## config.mk

```make
export PLATFORM = sky130hd
export DESIGN_NAME = clr_release_seq
export DESIGN_NICKNAME = d
export VERILOG_FILES = /design/src/rtl/clr_release_seq.sv
export SDC_FILE = /design/constraint.sdc
export NUM_CORES = 1
export LEC_CHECK = 0
export ABC_CLOCK_PERIOD_IN_PS = 2900
export BUFFER_PORTS_ARGS = -buffer_cell sky130_fd_sc_hd__buf_2
export CAP_MARGIN = 20
export CELL_PAD_IN_SITES_DETAIL_PLACEMENT = 1
export CELL_PAD_IN_SITES_GLOBAL_PLACEMENT = 2
export CORE_ASPECT_RATIO = 1.1
export CORE_MARGIN = 4
export CORE_UTILIZATION = 40
export DETAILED_ROUTE_END_ITERATION = 16
export GPL_TIMING_DRIVEN = 0
export HOLD_SLACK_MARGIN = 0.08
export MAX_ROUTING_LAYER = met4
export PLACE_DENSITY = 0.8
export SLEW_MARGIN = 20
export SYNTH_ARGS = -nofsm -noshare
export SYNTH_HDL_FRONTEND = slang
export SYNTH_SLANG_ARGS = --single-unit
```

## constraint.sdc

```tcl
create_clock -name CP -period 2.9 [get_ports CP]
set_input_delay 0.435 -clock CP [delete_from_list [all_inputs] [get_ports CP]]
set_output_delay 0.435 -clock CP [all_outputs]
set_load 0.02 [all_outputs]
```

## src/rtl/clr_release_seq.sv

```systemverilog
// Sequenced release of active-low async clears for NUM_GRP flop banks.
// Clears assert asynchronously on CD; release is synchronized, held, then staggered per bank.
module clr_release_seq #(
  parameter int NUM_GRP     = 4,
  parameter int SYNC_STAGES = 2,
  parameter int HOLD_CYC    = 8,
  parameter int GAP_CYC     = 2
) (
  input  logic               CP,
  input  logic               CD,
  input  logic               clr_req,
  output logic               clr_ack,
  output logic [NUM_GRP-1:0] cdn_out,
  output logic               busy,
  output logic               done
);

  localparam int MAX_CYC = (HOLD_CYC > GAP_CYC) ? HOLD_CYC : GAP_CYC;
  localparam int CW      = $clog2(MAX_CYC + 1);
  localparam int GW      = $clog2(NUM_GRP) + 1;

  generate
    if (NUM_GRP < 1) begin : g_bad_num_grp
      $error("clr_release_seq: NUM_GRP must be >= 1");
    end
    if (SYNC_STAGES < 2) begin : g_bad_sync
      $error("clr_release_seq: SYNC_STAGES must be >= 2");
    end
    if (HOLD_CYC < 1) begin : g_bad_hold
      $error("clr_release_seq: HOLD_CYC must be >= 1");
    end
    if (GAP_CYC < 1) begin : g_bad_gap
      $error("clr_release_seq: GAP_CYC must be >= 1");
    end
  endgenerate

  typedef enum logic [1:0] {
    ST_SYNC = 2'd0,
    ST_HOLD = 2'd1,
    ST_REL  = 2'd2,
    ST_IDLE = 2'd3
  } state_t;

  logic [SYNC_STAGES-1:0] sync_r;
  state_t                 state_r, state_s;
  logic [CW-1:0]          cnt_r, cnt_s;
  logic [GW-1:0]          grp_r, grp_s;
  logic [NUM_GRP-1:0]     cdn_r, cdn_s;
  logic                   busy_r, busy_s;
  logic                   done_r, done_s;
  logic                   ack_r, ack_s;

  // Reset-release synchronizer: clears instantly, fills with ones after CD falls
  always_ff @(posedge CP or posedge CD) begin
    if (CD) begin
      sync_r <= '0;
    end else begin
      sync_r <= {sync_r[SYNC_STAGES-2:0], 1'b1};
    end
  end

  // Next-state and next-output logic; every output is re-registered below
  always_comb begin
    state_s = state_r;
    cnt_s   = cnt_r;
    grp_s   = grp_r;
    cdn_s   = cdn_r;
    busy_s  = busy_r;
    done_s  = 1'b0;
    ack_s   = 1'b0;
    case (state_r)
      ST_SYNC: begin
        if (sync_r[SYNC_STAGES-1]) begin
          state_s = ST_HOLD;
          cnt_s   = '0;
        end else begin
          state_s = ST_SYNC;
        end
      end
      ST_HOLD: begin
        if (cnt_r == CW'(HOLD_CYC - 1)) begin
          cdn_s[0] = 1'b1;
          cnt_s    = '0;
          grp_s    = GW'(1);
          if (NUM_GRP == 1) begin
            state_s = ST_IDLE;
            done_s  = 1'b1;
            busy_s  = 1'b0;
          end else begin
            state_s = ST_REL;
          end
        end else begin
          cnt_s = cnt_r + CW'(1);
        end
      end
      ST_REL: begin
        if (cnt_r == CW'(GAP_CYC - 1)) begin
          // Only the bank selected by grp is added, keeping cdn a thermometer
          for (int i = 0; i < NUM_GRP; i++) begin
            cdn_s[i] = cdn_r[i] | (grp_r == GW'(i));
          end
          grp_s = grp_r + GW'(1);
          cnt_s = '0;
          if (grp_r == GW'(NUM_GRP - 1)) begin
            state_s = ST_IDLE;
            done_s  = 1'b1;
            busy_s  = 1'b0;
          end else begin
            state_s = ST_REL;
          end
        end else begin
          cnt_s = cnt_r + CW'(1);
        end
      end
      ST_IDLE: begin
        if (clr_req) begin
          cdn_s   = '0;
          busy_s  = 1'b1;
          ack_s   = 1'b1;
          cnt_s   = '0;
          state_s = ST_HOLD;
        end else begin
          cdn_s  = '1;
          busy_s = 1'b0;
        end
      end
      default: begin
        state_s = ST_SYNC;
        cdn_s   = '0;
        busy_s  = 1'b1;
        cnt_s   = '0;
        grp_s   = '0;
      end
    endcase
  end

  // State and output registers; CD forces every bank clear immediately
  always_ff @(posedge CP or posedge CD) begin
    if (CD) begin
      state_r <= ST_SYNC;
      cnt_r   <= '0;
      grp_r   <= '0;
      cdn_r   <= '0;
      busy_r  <= 1'b1;
      done_r  <= 1'b0;
      ack_r   <= 1'b0;
    end else begin
      state_r <= state_s;
      cnt_r   <= cnt_s;
      grp_r   <= grp_s;
      cdn_r   <= cdn_s;
      busy_r  <= busy_s;
      done_r  <= done_s;
      ack_r   <= ack_s;
    end
  end

  assign cdn_out = cdn_r;
  assign busy    = busy_r;
  assign done    = done_r;
  assign clr_ack = ack_r;

endmodule

```

# ---- Word level (Yosys, flattened, before mapping)
# Index checks and enable logic that the tools add are counted.
dict set report op_classes {
  n_addsub 2
  n_eq_ne 13
  n_bitwise 4
  reduce_logical 11
  muxes 27
}
# operator n
set op_table {}
lappend op_table {{$mux 4} 6}
lappend op_table {{$pmux 4 s4} 1}
lappend op_table {{$pmux 3 s2} 2}
lappend op_table {{$reduce_and 3->1} 4}
lappend op_table {{$mux 1} 10}
lappend op_table {{$ne 2x2->1 const B} 5}
lappend op_table {{$pmux 2 s4} 1}
lappend op_table {{$eq 3x2->1 const B} 2}
lappend op_table {{$mux 2} 3}
lappend op_table {{$mux 3} 2}
lappend op_table {{$add 4x1->4 const B} 1}
lappend op_table {{$eq 2x2->1 const B} 2}
lappend op_table {{$eq 4x1->1 const B} 1}
lappend op_table {{$eq 4x3->1 const B} 1}
lappend op_table {{$or 1x1->1} 4}
lappend op_table {{$reduce_and 2->1} 2}
lappend op_table {{$reduce_bool 2->1} 2}
lappend op_table {{$add 3x1->3 const B} 1}
lappend op_table {{$eq 3x1->1 const B} 1}
lappend op_table {{$logic_not 3->1} 1}
lappend op_table {{$pmux 1 s3} 1}
lappend op_table {{$reduce_bool 3->1} 1}
lappend op_table {{$eq 2x1->1 const B} 1}
lappend op_table {{$logic_not 2->1} 1}
lappend op_table {{$pmux 1 s2} 1}
dict set report word_totals {
  register_bits 18
}

# ---- Logic depth before layout (Yosys ltp)
# Gate-level depths: netlist (run 1).
dict set report depth {
  ltp_word 4
  mapped_depth 7
  depth_no_buf 6
}

# ---- Worst setup path before layout (run 1)
# No wires, ideal clock.
dict set report synth_timing {
  kind {reg-to-reg}
  from {register state_r[1]}
  to {register state_r[1]}
  path_slack_ps 1150
  stages_incl_launch_ff 7
  setup_ps 125
  arrival_time_ps 1625
  cell_sequence {dfrtp_1 inv_1 ha_1 nor4b_4 nor3_4 or2_4 mux2_4}
}
dict set report synth_via {
  elab_chain_cells 3
  word_cells_on_any_way 9
}
# item line_no
set synth_lines {}
lappend synth_lines {{start: declaration} 45} ;# state_t state_r, state_s;
lappend synth_lines {{start signal: assignment} 148} ;# state_r <= state_s;
lappend synth_lines {{$eq 2x2->1 or $eq 2x1->1 (tied branches)} 71} ;# case (state_r)
lappend synth_lines {{$ne 2x2->1 (no source line)} -}
lappend synth_lines {{$reduce_and 3->1 (no source line)} -}
# Parallel ways exist; a longest one is shown, timed or not.
# A chain may end at the register's enable or synchronous reset.

# ---- Final worst setup path (run 1)
# Ends and elaborated chain as after synthesis.

==> results of run 1 <==
## layout make-up
type                            instances  area (um2)  share of cell area, %
Tap cell                               31        38.8                   3.28
Buffer                                  2        15.0                   1.27
Timing Repair Buffer                    9        45.0                   3.81
Clock buffer                            4        36.3                   3.07
Multi-Input combinational cell         70         554                   46.9
Inverter                               11        41.3                   3.49
Sequential cell                        18         452                   38.2
## metal layers
metal | routed length [um] | part of all wire [%] | GRT usage [%] | vias up
li1 | - | - | - | 381
met1 | 955 | 45 | 15.6 | 386
met2 | 1110 | 52 | 24.6 | 6
met3 | 49 | 2.3 | 1.86 | 2
met4 | 18 | 0.84 | 4.97 | 0
met5 | 0 | 0 | - | -
## stage by stage
step	power [mW]	instance area (um2)
after global routing	1.29	1180
after global placement	1.03	1150
after floorplan	0.886	1060
final	1.19	1180
after detailed placement	1.05	1150
after CTS	1.21	1180
## cells by family after synthesis
logic type / synth area share (%)
and+or+nand+nor: 19.7
AOI/OAI and AO/OA: 17.8
DFF: 42.5
buffers and inverters: 5.30
adders and majority gates: 13.0
muxes: 1.41
other: 0.353
## worst min-delay path by stage
stage	from	end	slack [ns]	depth (start not counted)
finish	CD	sync_r[1]$_DFF_PP0_	0.23	2
global route	CD	sync_r[1]$_DFF_PP0_	0.28	2
CTS	CD	cnt_r[1]$_DFFE_PP0P_	0.26	2
detailed placement	sync_r[0]$_DFF_PP0_	sync_r[1]$_DFF_PP0_	0.34	0
global placement	sync_r[0]$_DFF_PP0_	sync_r[1]$_DFF_PP0_	0.33	0
floorplan	sync_r[0]$_DFF_PP0_	sync_r[1]$_DFF_PP0_	0.33	0
## power groups by stage
stage / clock (mW) / sequential (mW) / combinational [mW]
after floorplan: 0 / 0.438 / 0.449
after global placement: 0 / 0.402 / 0.630
after detailed placement: 0 / 0.405 / 0.642
after CTS: 0.164 / 0.401 / 0.649
after global routing: 0.173 / 0.409 / 0.712
final: 0.155 / 0.399 / 0.632
## synth_stat cells
cell / n / area (um2)
nor2_1: 7 / 26.3
and4bb_2: 1 / 12.5
o2111ai_1: 1 / 8.76
clkbuf_1: 1 / 3.75
o31ai_1: 2 / 15.0
a22o_2: 1 / 10.0
inv_1: 11 / 41.3
o21ai_2: 1 / 8.76
or2_4: 1 / 8.76
nor3_1: 2 / 10.0
a21o_2: 1 / 8.76
a21o_1: 3 / 22.5
ha_1: 11 / 138
a22o_1: 1 / 8.76
nor4b_4: 1 / 23.8
nand4b_1: 2 / 17.5
o22a_2: 1 / 10.0
conb_1: 1 / 3.75
nor3b_1: 1 / 7.51
nand2b_1: 2 / 12.5
nor3_4: 1 / 16.3
or3b_2: 1 / 8.76
mux2_4: 1 / 15.0
nand4bb_1: 2 / 22.5
o21ai_0: 7 / 35.0
nand4_1: 1 / 6.26
dfstp_2: 1 / 26.3
buf_6: 1 / 11.3
a211oi_1: 1 / 7.51
dfrtp_1: 17 / 425
nand3_1: 1 / 5.00
nand2_1: 5 / 18.8
a31o_2: 1 / 8.76
a32o_1: 2 / 20.0
a21oi_1: 5 / 25.0
nor2b_1: 2 / 12.5
## sequential cells by signal (all words and copies together), names as in the netlist
name and flops:
cdn_out 4, cnt_r 4, grp_r 3, state_r 2
sync_r 2, busy 1, clr_ack 1, done 1
==> flow_summary.json, run 1 <==
{
  "p_leak_nw": 0.571,
  "syn_nets": 115,
  "cts_max_path_buffers": 2,
  "drive_gt1_share_pct": 22.8,
  "antenna_found_initial": 0,
  "worst-path-buf-inv": 1,
  "hold_ws_ns": 0.231,
  "hold_violations": 0,
  "critPathTopFamily": "simple AND/OR/NAND/NOR gates",
  "clock_skew_ns": 0.00109,
  "swShare_pct": 41.9,
  "hold_buffers": 0,
  "syn-instance-count": 101,
  "worstSetupEndpointType": "flop",
  "first_global_vias": 790,
  "clock_latency_ns": 0.29,
  "tightest_slew_ns": 0.689,
  "final_common_cell": "dfrtp_1",
  "ir_worst_vdd_mv": 0.616,
  "rows": 19,
  "ys_seq_area_share_pct": 42.5,
  "rsz0062_at_grt": "no",
  "area_growth_pct": 11.3,
  "place_ws_ns": 0.984,
  "yosysUniqueCellTypes": 36,
  "drv_cap": 0,
  "die_area_um2": 3540,
  "seqPwrFrac_pct": 33.6,
  "htree_levels": 1,
  "crit_path_start": "state_r[1]$_DFFE_PP0P_",
  "clkPwrFrac_pct": 13.1,
  "r2r_cells": 6,
  "postCtsSetupRepairBufs": 0,
  "ys_ff_latch": 18,
  "grt_pass1_wl_um": 3550,
  "grt_max_degree": 19,
  "mostFrequentLayoutCells": "dfrtp_1, inv_1, ha_1, buf_2",
  "p_per_area_nw_per_um2": 1000,
  "dp.cells": 141,
  "instances_no_fill": 145,
  "ys_warn_count": 0,
  "drt_pass1_iterations": 2,
  "r2r_slack_ns": 0.97,
  "criticalPathCategory": "flop to flop",
  "grt_usage_pct": 13.6,
  "max-slew-margin-rel_pct": 54.0,
  "critical_path.cell_chain": "inv_1 > ha_1 > nor2_1 > nor3_4 > or2_4 > mux2_4",
  "r2r-end": "state_r[1]$_DFFE_PP0P_",
  "routabilityCongestion": 0.724,
  "dieHeight_um": 62.0,
  "post_cts_resize_count": 0,
  "cts_buffers": 3,
  "p_sw_mw": 0.497,
  "post-route-util_pct": 46.9,
  "clock-sinks": 18,
  "vias": 775,
  "port_buffers": 9,
  "avgSynthCellArea_um2": 10.5,
  "cts-root-buf": "clkbuf_4",
  "clk_pin_slew_ns": 0.11,
  "slowest_delay_ns": 0.44,
  "critPathCapture": "state_r[1]$_DFFE_PP0P_",
  "die_w_um": 57.1,
  "vias_per_cell": 5.34,
  "min_path_type": "primary input to asynchronous set/reset pin",
  "cts_tree": "yes",
  "fp.coreArea_um2": 2520,
  "setup_viol": 0,
  "combPwrFrac_pct": 53.3,
  "status": "completed",
  "r2r_start": "state_r[1]$_DFFE_PP0P_",
  "slew_viol_final": 0,
  "p_int_mw": 0.689,
  "ios": 10,
  "drc_errors": 0,
  "cp_max_fo": 8,
  "crit_slowest_cell": "dfrtp_1",
  "wire_per_inst_um": 14.7,
  "fin_nets": 129,
  "critPathLaunchType": "flop",
  "drtIter0Drc": 14,
  "fill_cells": 304,
  "dp_hpwl_um": 1620,
  "initial_core_util_pct": 42.2,
  "fin_crit_ns": 1.93,
  "synth_area_um2": 1060,
  "fin_ws_ns": 0.969,
  "ant_nets": 0,
  "arrival_ns": 2.11,
  "antenna_cells": 0,
  "grt_overflow_total": 0,
  "finalSetupTns_ns": 0,
  "fmax_mhz": 518,
  "fin_crit_sh_pct": 66.6,
  "path_depth": 6,
  "required_ns": 3.08,
  "drt-total-wl_um": 2140
}
No activity file was read; power rests on OpenSTA's default activity.
==> run 2: changes to the inputs <==
--- a/config.mk
+++ b/config.mk
@@ -5,19 +5,19 @@
 export SDC_FILE = /design/constraint.sdc
 export NUM_CORES = 1
 export LEC_CHECK = 0
-export ABC_CLOCK_PERIOD_IN_PS = 2900
+export ABC_CLOCK_PERIOD_IN_PS = 1950
 export BUFFER_PORTS_ARGS = -buffer_cell sky130_fd_sc_hd__buf_2
 export CAP_MARGIN = 20
 export CELL_PAD_IN_SITES_DETAIL_PLACEMENT = 1
 export CELL_PAD_IN_SITES_GLOBAL_PLACEMENT = 2
 export CORE_ASPECT_RATIO = 1.1
 export CORE_MARGIN = 4
-export CORE_UTILIZATION = 40
+export CORE_UTILIZATION = 37
 export DETAILED_ROUTE_END_ITERATION = 16
 export GPL_TIMING_DRIVEN = 0
 export HOLD_SLACK_MARGIN = 0.08
 export MAX_ROUTING_LAYER = met4
-export PLACE_DENSITY = 0.8
+export PLACE_DENSITY = 0.74
 export SLEW_MARGIN = 20
 export SYNTH_ARGS = -nofsm -noshare
 export SYNTH_HDL_FRONTEND = slang
==> constraint.sdc (replaced) <==
create_clock -name CP -period 1.95 [get_ports CP]
set_input_delay 0.2925 -clock CP [delete_from_list [all_inputs] [get_ports CP]]
set_output_delay 0.2925 -clock CP [all_outputs]
set_load 0.02 [all_outputs]
==> run 2 against run 1 <==
Effect of this change: combinational power increased by 60%; total power increased by 55%; maximum frequency increased by 6.0%; critical path depth unchanged; non-clock buffer count increased by 3; flip-flop and latch count unchanged; final cell count increased by 3.4%; register-to-register slack got worse by 0.84 ns; clock skew increased by 0.0036 ns; final area increased by 2.4%; highest routed layer unchanged.
==> flow_summary.json, run 2 (same netlist as run 1, synthesis figures left out) <==
{
  "htree_levels": 1,
  "r2r_cells": 6,
  "dr_wl_met3_um": 45,
  "ant_nets": 0,
  "vias_per_cell": 5.49,
  "hold_violations": 0,
  "hold_ws_ns": 0.0908,
  "wl_met2_um": 1160,
  "setup_viol": 0,
  "status": "completed",
  "final_common_cell": "dfrtp_1",
  "rows": 20,
  "post-route-util_pct": 44.0,
  "routabilityCongestion": 0.747,
  "port_buffers": 9,
  "fin_crit_ns": 1.82,
  "first_global_vias": 863,
  "initial_core_util_pct": 38.6,
  "wire_per_inst_um": 14.5,
  "fin_crit_sh_pct": 93.5,
  "drt-total-wl_um": 2170,
  "fin_nets": 132,
  "tightest_slew_ns": 0.695,
  "fin_ws_ns": 0.127,
  "r2r_start": "state_r[1]$_DFFE_PP0P_",
  "mostFrequentLayoutCells": "dfrtp_1, inv_1, ha_1, buf_2",
  "antenna_cells": 0,
  "finalInstanceArea_um2": 1210,
  "p_leak_nw": 0.588,
  "cts_buffers": 3,
  "drt_pass1_iterations": 3,
  "finalSetupTns_ns": 0,
  "slew_viol_final": 0,
  "rsz0062_at_grt": "no",
  "grt_pass1_wl_um": 3850,
  "place_ws_ns": 0.0495,
  "arrival_ns": 2.01,
  "die_w_um": 59.1,
  "crit_slowest_cell": "dfrtp_1",
  "ios": 10,
  "critPathLaunchType": "flop",
  "min_path_type": "primary input to asynchronous set/reset pin",
  "drv_cap": 0,
  "cts_tree": "yes",
  "r2r_slack_ns": 0.13,
  "fmax_mhz": 549,
  "met1_length_um": 947,
  "hold_buffers": 0,
  "drc_errors": 0,
  "max-slew-margin-rel_pct": 53.6,
  "cts-root-buf": "clkbuf_4",
  "top_layer_used": "met4",
  "dp_hpwl_um": 1670,
  "cp_max_fo": 8,
  "slowest_delay_ns": 0.41,
  "clk_pin_slew_ns": 0.11,
  "grt_max_degree": 19,
  "criticalPathCategory": "flop to flop",
  "clock_latency_ns": 0.29,
  "dieHeight_um": 64.2,
  "dpl_cell_area_um2": 1150,
  "cts_max_path_buffers": 2,
  "die_area_um2": 3790,
  "grt_overflow_total": 0,
  "r2r-end": "state_r[1]$_DFFE_PP0P_",
  "grt_usage_pct": 13.4,
  "critical_path.cell_chain": "inv_1 > ha_2 > nor4b_4 > nor3_4 > or2_4 > mux2_4",
  "p_per_area_nw_per_um2": 1520,
  "antenna_found_initial": 0,
  "required_ns": 2.13,
  "clock_skew_ns": 0.00468,
  "drive_gt1_share_pct": 26.5,
  "ir_worst_vdd_mv": 0.809,
  "vias": 823,
  "clock-sinks": 18,
  "drtIter0Drc": 6,
  "worstSetupEndpointType": "flop",
  "fp.coreArea_um2": 2750,
  "area_growth_pct": 14.0
}
run 2: worst max-delay path by stage:
stage / startpoint / to / slack [ns] / cells past startpoint
3_3_place_gp: state_r[1]$_DFFE_PP0P_ / state_r[1]$_DFFE_PP0P_ / 0.06 / 6
2_1_floorplan: state_r[1]$_DFFE_PP0P_ / state_r[1]$_DFFE_PP0P_ / 0.20 / 6
3_5_place_dp: state_r[1]$_DFFE_PP0P_ / state_r[1]$_DFFE_PP0P_ / 0.05 / 6
4_1_cts: state_r[1]$_DFFE_PP0P_ / state_r[1]$_DFFE_PP0P_ / 0.03 / 6
5_1_grt: state_r[1]$_DFFE_PP0P_ / state_r[1]$_DFFE_PP0P_ / 0.006 / 6
6_report: state_r[1]$_DFFE_PP0P_ / state_r[1]$_DFFE_PP0P_ / 0.13 / 6
run 2: cell type report:
type | instances | area, um2
tap | 33 | 41.3
buffer | 2 | 16.3
fill | 329 | 1540
inverter | 11 | 41.3
timing repair buffer | 12 | 67.6
sequential | 18 | 452
multi-input combinational | 70 | 557
clock buffer | 4 | 36.3
run 2: per-stage QoR:
| stage | cells | power [mW] |
|---|---|---|
| 2_1_floorplan | 101 | 1.32 |
| 6_report | 150 | 1.84 |
| 3_3_place_gp | 143 | 1.53 |
| 4_1_cts | 147 | 1.81 |
| 5_1_grt | 150 | 2.01 |
| 3_5_place_dp | 143 | 1.57 |
run 2: where the power goes:
part / switching, mW / internal [mW] / leakage (nW)
clock: 0.118 / 0.114 / 0.0210
combinational: 0.551 / 0.459 / 0.340
sequential: 0.0945 / 0.499 / 0.226
run 2: timing repair:
action                                  in CTS  in global routing
endpoints found under the setup margin       0                  3
setup buffers                                0                  3
resized for setup                            0                  3
run 2: critical path, delay by kind of cell (launching register included):
family / cells / cell delay, ns
adders and majority gates: 1 / 0.23
buffers and inverters: 1 / 0.08
DFF: 1 / 0.41
muxes: 1 / 0.29
and+or+nand+nor: 3 / 0.70
run 2: metal layers:
metal | vias to the layer above | global-route usage [%]
met4 | 0 | 4.25
met1 | 424 | 16.6
met3 | 4 | 1.82
li1 | 389 | -
met5 | - | -
met2 | 6 | 22.2
